===== src/rtl/fft_pkg.sv =====
`default_nettype none
// ============================================================================
// Module   : fft_pkg
// Brief    : Shared constants and side-band type for the 512-point FFT
//            twiddle-multiply + CBFP stage.
// Revision : 1.0 - initial release
// ============================================================================
package fft_pkg;

    localparam int NUM_PARALLEL_PATHS = 16;
    localparam int BLOCK_SIZE         = 512;
    localparam int NUM_CHUNKS         = BLOCK_SIZE / NUM_PARALLEL_PATHS;
    localparam int TW_TABLE_DEPTH     = 64;
    localparam int TW_LAT             = 1;
    localparam int MUL_LAT            = 2;

    // Per-beat control that travels alongside the datapath delay line.
    typedef struct packed {
        logic valid;
        logic first;
        logic last;
    } fft_sb_t;

endpackage
`default_nettype wire


===== src/rtl/fft_sb_delay.sv =====
`default_nettype none
// ============================================================================
// Module   : fft_sb_delay
// Brief    : Fixed-depth shift register of side-band words with a
//            synchronous clear; exposes every stage's valid bit.
// Revision : 1.0 - initial release
// ============================================================================
module fft_sb_delay
    import fft_pkg::*;
#(
    parameter int DEPTH = 3
) (
    input  logic             clk,
    input  logic             rst,
    input  logic             clr,
    input  fft_sb_t          d,
    output fft_sb_t          q,
    output logic [DEPTH-1:0] valid_vec
);

    fft_sb_t [DEPTH-1:0] r_stage;
    fft_sb_t [DEPTH-1:0] w_next;

    // Next contents of the line: new word enters stage 0, the rest shift up.
    if (DEPTH == 1) begin : g_single
        assign w_next = d;
    end else begin : g_chain
        assign w_next = {r_stage[DEPTH-2:0], d};
    end

    // Shift every cycle; a clear empties the whole line.
    always_ff @(posedge clk or posedge rst) begin
        if (rst) begin
            r_stage <= '0;
        end else if (clr) begin
            r_stage <= '0;
        end else begin
            r_stage <= w_next;
        end
    end

    assign q = r_stage[DEPTH-1];

    for (genvar i = 0; i < DEPTH; i++) begin : g_tap
        assign valid_vec[i] = r_stage[i].valid;
    end

endmodule
`default_nettype wire


===== src/rtl/fft_stage_sequencer.sv =====
`default_nettype none
// ============================================================================
// Module   : fft_stage_sequencer
// Brief    : Beat scheduler for the twiddle-multiply + CBFP stage. Counts
//            beats into blocks, drives the twiddle ROM base address and
//            produces latency-aligned multiplier/CBFP enables and markers.
// Revision : 1.0 - initial release
// ============================================================================
module fft_stage_sequencer
    import fft_pkg::*;
#(
    parameter int NUM_PARALLEL_PATHS = fft_pkg::NUM_PARALLEL_PATHS,
    parameter int BLOCK_SIZE         = fft_pkg::BLOCK_SIZE,
    parameter int TW_TABLE_DEPTH     = fft_pkg::TW_TABLE_DEPTH,
    parameter int TW_LAT             = fft_pkg::TW_LAT,
    parameter int MUL_LAT            = fft_pkg::MUL_LAT
) (
    input  logic                                              clk,
    input  logic                                              rst,
    input  logic                                              in_valid,
    input  logic                                              abort,
    output logic [$clog2(BLOCK_SIZE/NUM_PARALLEL_PATHS)-1:0]  chunk_idx,
    output logic [$clog2(TW_TABLE_DEPTH)-1:0]                 tw_base,
    output logic                                              tw_en,
    output logic                                              mul_en,
    output logic                                              cbfp_en,
    output logic                                              cbfp_first,
    output logic                                              cbfp_last,
    output logic                                              blk_done,
    output logic [15:0]                                       blk_cnt,
    output logic                                              busy
);

    localparam int c_NUM_CHUNKS = BLOCK_SIZE / NUM_PARALLEL_PATHS;
    localparam int c_CNT_W      = $clog2(c_NUM_CHUNKS);
    localparam int c_TW_W       = $clog2(TW_TABLE_DEPTH);
    localparam int c_NPP_W      = $clog2(NUM_PARALLEL_PATHS);
    localparam int c_DEPTH      = TW_LAT + MUL_LAT;
    localparam logic [c_CNT_W-1:0] c_LAST_CHUNK = c_CNT_W'(c_NUM_CHUNKS - 1);

    logic [c_CNT_W-1:0] r_cnt;
    logic               r_blk_done;
    logic [15:0]        r_blk_cnt;
    fft_sb_t            w_sb_in;
    fft_sb_t            w_sb_out;
    logic [c_DEPTH-1:0] w_valid_vec;
    logic               w_blk_end;

    // Beat counter: advances per accepted beat, wraps with no idle cycle; abort wins.
    always_ff @(posedge clk or posedge rst) begin
        if (rst) begin
            r_cnt <= '0;
        end else if (abort) begin
            r_cnt <= '0;
        end else if (in_valid) begin
            if (r_cnt == c_LAST_CHUNK) begin
                r_cnt <= '0;
            end else begin
                r_cnt <= r_cnt + c_CNT_W'(1);
            end
        end
    end

    assign chunk_idx = r_cnt;
    // Held low during reset so every output reads 0 while rst is asserted.
    assign tw_en     = in_valid && !rst;

    // ROM base is cnt*paths mod depth: with power-of-two sizes that is the low
    // count bits shifted up by log2(paths), so no multiplier is needed.
    if (c_TW_W <= c_NPP_W) begin : g_tw_zero
        assign tw_base = '0;
    end else begin : g_tw_slice
        assign tw_base = {r_cnt[c_TW_W-c_NPP_W-1:0], {c_NPP_W{1'b0}}};
    end

    assign w_sb_in.valid = in_valid;
    assign w_sb_in.first = in_valid && (r_cnt == '0);
    assign w_sb_in.last  = in_valid && (r_cnt == c_LAST_CHUNK);

    fft_sb_delay #(
        .DEPTH (c_DEPTH)
    ) u_sb_delay (
        .clk       (clk),
        .rst       (rst),
        .clr       (abort),
        .d         (w_sb_in),
        .q         (w_sb_out),
        .valid_vec (w_valid_vec)
    );

    assign mul_en     = w_valid_vec[TW_LAT-1];
    assign cbfp_en    = w_sb_out.valid;
    assign cbfp_first = w_sb_out.first;
    assign cbfp_last  = w_sb_out.last;
    assign w_blk_end  = w_sb_out.valid && w_sb_out.last;

    // Block-complete pulse and counter, one cycle after the last beat reaches CBFP.
    always_ff @(posedge clk or posedge rst) begin
        if (rst) begin
            r_blk_done <= 1'b0;
            r_blk_cnt  <= '0;
        end else begin
            r_blk_done <= w_blk_end;
            if (w_blk_end) begin
                r_blk_cnt <= r_blk_cnt + 16'd1;
            end
        end
    end

    assign blk_done = r_blk_done;
    assign blk_cnt  = r_blk_cnt;
    assign busy     = (r_cnt != '0) || (|w_valid_vec);

endmodule
`default_nettype wire


===== config.mk =====
export PLATFORM = sky130hd
export DESIGN_NAME = fft_stage_sequencer
export DESIGN_NICKNAME = d
export VERILOG_FILES = /design/src/rtl/fft_pkg.sv /design/src/rtl/fft_sb_delay.sv /design/src/rtl/fft_stage_sequencer.sv
export SDC_FILE = /design/constraint.sdc
export NUM_CORES = 1
export LEC_CHECK = 0
export ABC_AREA = 1
export BUFFER_PORTS_ARGS = -buffer_cell sky130_fd_sc_hd__buf_2
export CORE_MARGIN = 5
export CORE_UTILIZATION = 25
export CTS_CLUSTER_DIAMETER = 200
export DETAILED_ROUTE_END_ITERATION = 8
export GPL_ROUTABILITY_DRIVEN = 0
export GPL_TIMING_DRIVEN = 0
export PLACE_DENSITY = 0.48
export SYNTH_ARGS = -nofsm -noshare
export SYNTH_HDL_FRONTEND = slang
export SYNTH_SLANG_ARGS = --single-unit

===== constraint.sdc =====
create_clock -name clk -period 1.3 [get_ports clk]
set_clock_uncertainty 0.2 [all_clocks]
set_input_delay 0 -clock clk [delete_from_list [all_inputs] [get_ports clk]]
set_output_delay 0 -clock clk [all_outputs]
set_load 0.1 [all_outputs]

## Word-level counts from Yosys, hierarchy flattened

Index checks and enable logic that the tools add are counted.

- Reduce and logical (&&, ||, !) cells: 10
- Add/subtract/negate cells: 2
- Eq/ne operators: 1
- Mux-type cells: 4

Operators by type and width:

| cell | number |
|---|---|
| $add A16 B1 Y16 const B | 1 |
| $mux W5 | 3 |
| $mux W9 | 1 |
| $add A5 B1 Y5 const B | 1 |
| $eq A5 B5 Y1 const B | 1 |
| $logic_not A5 Y1 | 1 |
| $reduce_bool A5 Y1 | 1 |
| $logic_and A1 B1 Y1 | 4 |
| $reduce_or A3 Y1 | 1 |
| $reduce_bool A2 Y1 | 1 |
| $logic_not A1 Y1 | 1 |
| $logic_or A1 B1 Y1 | 1 |

- Input port bits: 4
- Logic and storage cells: 29
- Flip-flop bits (word level): 31
- Output and inout bits: 34

## Longest topological paths before layout

- Word-level depth: 4
- Mapped depth: 8
- Mapped depth without buffers: 8

## Modules after synthesis

From an unflattened synthesis, not the netlist that was laid out.

- Cell total of the unflattened synthesis: 177
- Area total of the unflattened synthesis: 1557.7 µm²

Modules (own cells, without submodules):

| module | area an instance (µm²) | seq. area each (µm²) | cells an instance | times used |
|---|---|---|---|---|
| fft_stage_sequencer | 1204.9 | 550.5 | 142 | 1 |
| fft_sb_delay | 352.8 | 225.2 | 35 | 1 |

## Worst setup path before layout

Ideal clock, no wire load.

- Kind: register to output
- From: register r_cnt[0] (netlist: chunk_idx[0])
- To: output port busy
- Data arrival time: 2.186 ns
- Path slack: -1.086 ns
- Stages on the path, launching flop included: 5
- Cells stage by stage: dfrtp_1 > inv_1 > ha_1 > nand4_1 > nand3b_1

- Cells in the longest elaborated chain, start to end: 2

RTL lines:

| what | RTL line | text |
|---|---|---|
| from (decl) | fft_stage_sequencer.sv:41 | `logic [c_CNT_W-1:0] r_cnt;` |
| from (signal assigned) | fft_stage_sequencer.sv:59 | `r_cnt <= r_cnt + c_CNT_W'(1);` |
| $reduce_bool A5 Y1 | fft_stage_sequencer.sv:112 | `assign busy = (r_cnt != '0) \|\| (\|w_valid_vec);` |
| $logic_or A1 B1 Y1 | fft_stage_sequencer.sv:112 |  |
| to (decl) | fft_stage_sequencer.sv:31 | `output logic busy` |

No other way between the ends.

## Worst setup path after layout

- From: register r_cnt[1] (netlist: chunk_idx[1])
- To: output port busy

The elaborated chain is that of the path after synthesis.

==> out/qor.yml <==
vias: 1207
path_max_fanout: 4
rsz0062_at_grt: "true"
gr-total-overflow: 0
wl_mm: 3.36
hp-class: "in -> out"
htreeDepth: 2
cpMaxStageDelayCell: "dfrtp_4"
grt_first_pass_wirelength_mm: 5.71
ys_warn_count: 0
final_antenna_net_count: 0
ios: 38
cts-root-buf: "clkbuf_8"
cts_tree: "yes"
syn_avg_cell_area_sq_um: 8.91
p_leak_uw: 0.00117
grt_pass1_vias: 1269
via_per_inst: 4.04
max_freq_mhz: 599
combPwrFrac: 0.181
drv_cap: 0
power.internal_uw: 1740
path_cells: "inv_4 -> ha_4 -> nand4_1 -> nand3b_1 -> buf_6"
n_fill_cell: 605
dpl.hpwl_mm: 2.38
die_w_microns: 87.6
grt_max_degree: 32
status: "finished, violations left"
antennaDiodeCount: 0
cp-end-kind: "output port"
synth_edf_count: 0
first_pass_iters: 4
violations: "setup timing"
ir_worst_vdd_mv: 0.378
layout_common_cells: "nand2_1, buf_4, inv_1"
power_density_nw_per_um2: 1020
die_h_microns: 87.6
drt_iter0_markers: 23
regArea_sq_um: 852
drc: 0
post-place-ws_ns: -0.335
fin_crit_sh: 1.28
cts_buffer_depth: 2
clkLatencyLatePin_ns: 0.28
crit_type: "reg -> out"
antenna_found_initial: 0
hold_viol_final: 0
cp-start-kind: "register"
synth_flop_cell: "dfrtp_1"
track_usage: 0.0964
row_count: 28
synth_area_sq_um: 1510
crit_arrival_ns: 1.47
finalCriticalPeriod_ns: 1.67
crit_required_ns: 1.10
finalSetupViolCount: 21
initial_core_util: 0.256
clkTransAtPathRegs_ns: 0.07
area_growth_pct: 58.9
netlist_instances: 169
clockPowerShare: 0.408
async_flop_share: 1.00
slew_viol_final: 0
maxSlewHeadroom: 0.538
dieArea_sq_um: 7670
cts_made_buffers: 5
p_switching_uw: 699
swShare: 0.286
cts_sinks: 31
yosysUniqueCellTypes: 24
core_sq_um: 5890
fin_nets: 231
p_seq_frac: 0.411
whs_ns: 0.106
io_buffers: 32
worstMarginPinSlew_ns: 0.692
multi_input_area_sq_um: 698
synth_seq_cells: 31
drive_gt1_frac: 0.522
cpPeakStageDelay_ns: 0.51
setup_ws_ns: -0.369
drt-wirelength-per-cell_microns: 11.2
ys_seq_area_frac: 0.515
[flip-flops by register name, summed over array words and instances, names as in the netlist]
signal                flops
blk_cnt                  16
blk_done                  1
chunk_idx                 5
u_sb_delay.q              3
u_sb_delay.r_stage        4
u_sb_delay.valid_vec      2
[Yosys cell counts (3+ instances only)]
library cell,count,area share
ha_1,4,0.033
o21ai_0,5,0.017
nand2_1,29,0.072
xnor2_1,3,0.017
dfrtp_1,31,0.52
nand3_1,7,0.023
nor2_2,4,0.017
nor2_1,20,0.050
buf_4,6,0.030
inv_1,32,0.080
xor2_1,10,0.058
[kinds of logic (layout without fill, tap and decap cells)]
family	count (synthesis)	count (layout)	share of synthesized area
AND/OR/NAND/NOR	73	73	0.233
adder cells (fa/ha/maj)	4	4	0.0333
other	1	4	0.00249
flip-flops	31	31	0.515
AO/OA/AOI/OAI	7	7	0.0249
XOR/XNOR	13	13	0.0756
buffers and inverters	40	92	0.116
[stage by stage]
step | std cells | utilization | TNS (ns) | power [uW] | area [sq um]
after floorplan | 172 | - | -5.32 | 1320 | 1670
after global placement | 279 | 0.326 | -10.81 | 1370 | 1920
after detailed placement | 279 | 0.326 | -10.75 | 1370 | 1920
after CTS | 298 | 0.390 | -2.95 | 2460 | 2300
after global routing | 299 | 0.406 | -4.36 | 2550 | 2390
final | 299 | 0.406 | -2.73 | 2440 | 2390
[routing by layer]
metal  vias to the layer above  global-route usage  routed length (microns)
met1                       565               0.112                     1370
li1                        602                   -                        -
met5                         -                   0                        0
met2                        33               0.164                     1730
met4                         0              0.0377                       50
met3                         7              0.0320                      209
[final timing paths]
check / startpoint / endpoint / slack, ns / cells after the start
worst max register to register: chunk_idx[0]$_DFFE_PP0P_ / chunk_idx[3]$_DFFE_PP0P_ / -0.28 / 7
worst max-delay path: chunk_idx[1]$_DFFE_PP0P_ / busy / -0.37 / 5
max in group asynchronous: rst / blk_cnt[6]$_DFFE_PP0P_ / 0.23 / 3
worst min register to register: u_sb_delay.r_stage[1]$_DFF_PP0_ / u_sb_delay.r_stage[4]$_DFF_PP0_ / 0.27 / 2
min in group asynchronous: rst / chunk_idx[1]$_DFFE_PP0P_ / 0.21 / 3
worst min-delay path: rst / tw_en / 0.11 / 3
[power groups by stage]
stage,Sequential (uW),Clock [uW],Combinational [uW]
after floorplan,1110,0,211
after global placement,1030,0,343
after detailed placement,1030,0,345
after CTS,1000,1030,422
after global routing,1000,1080,467
final,1000,996,441
[timing repair]
action	4_1_cts	5_1_grt
setup buffers	8	1
endpoints found under the setup margin	55	29
hold endpoints to repair	45	0
hold buffers	3	0
pin swaps	8	7
resized for setup	52	23
[worst max-delay path, delay by kind of cell (launching register included)]
kind / cells / cell delay (ns)
buffers and inverters: 2 / 0.28
DFF: 1 / 0.51
and+or+nand+nor: 2 / 0.28
adders and majority gates: 1 / 0.12
[final cells by class]
class | count | area share
multi-input combinational | 101 | 0.292
clock inverter | 2 | 0.0147
tap | 75 | 0.0392
buffer | 7 | 0.0225
timing repair buffer | 44 | 0.184
clock buffer | 6 | 0.0345
sequential | 31 | 0.356
inverter | 33 | 0.0565
Note: power is estimated with default switching activity, not from simulation.
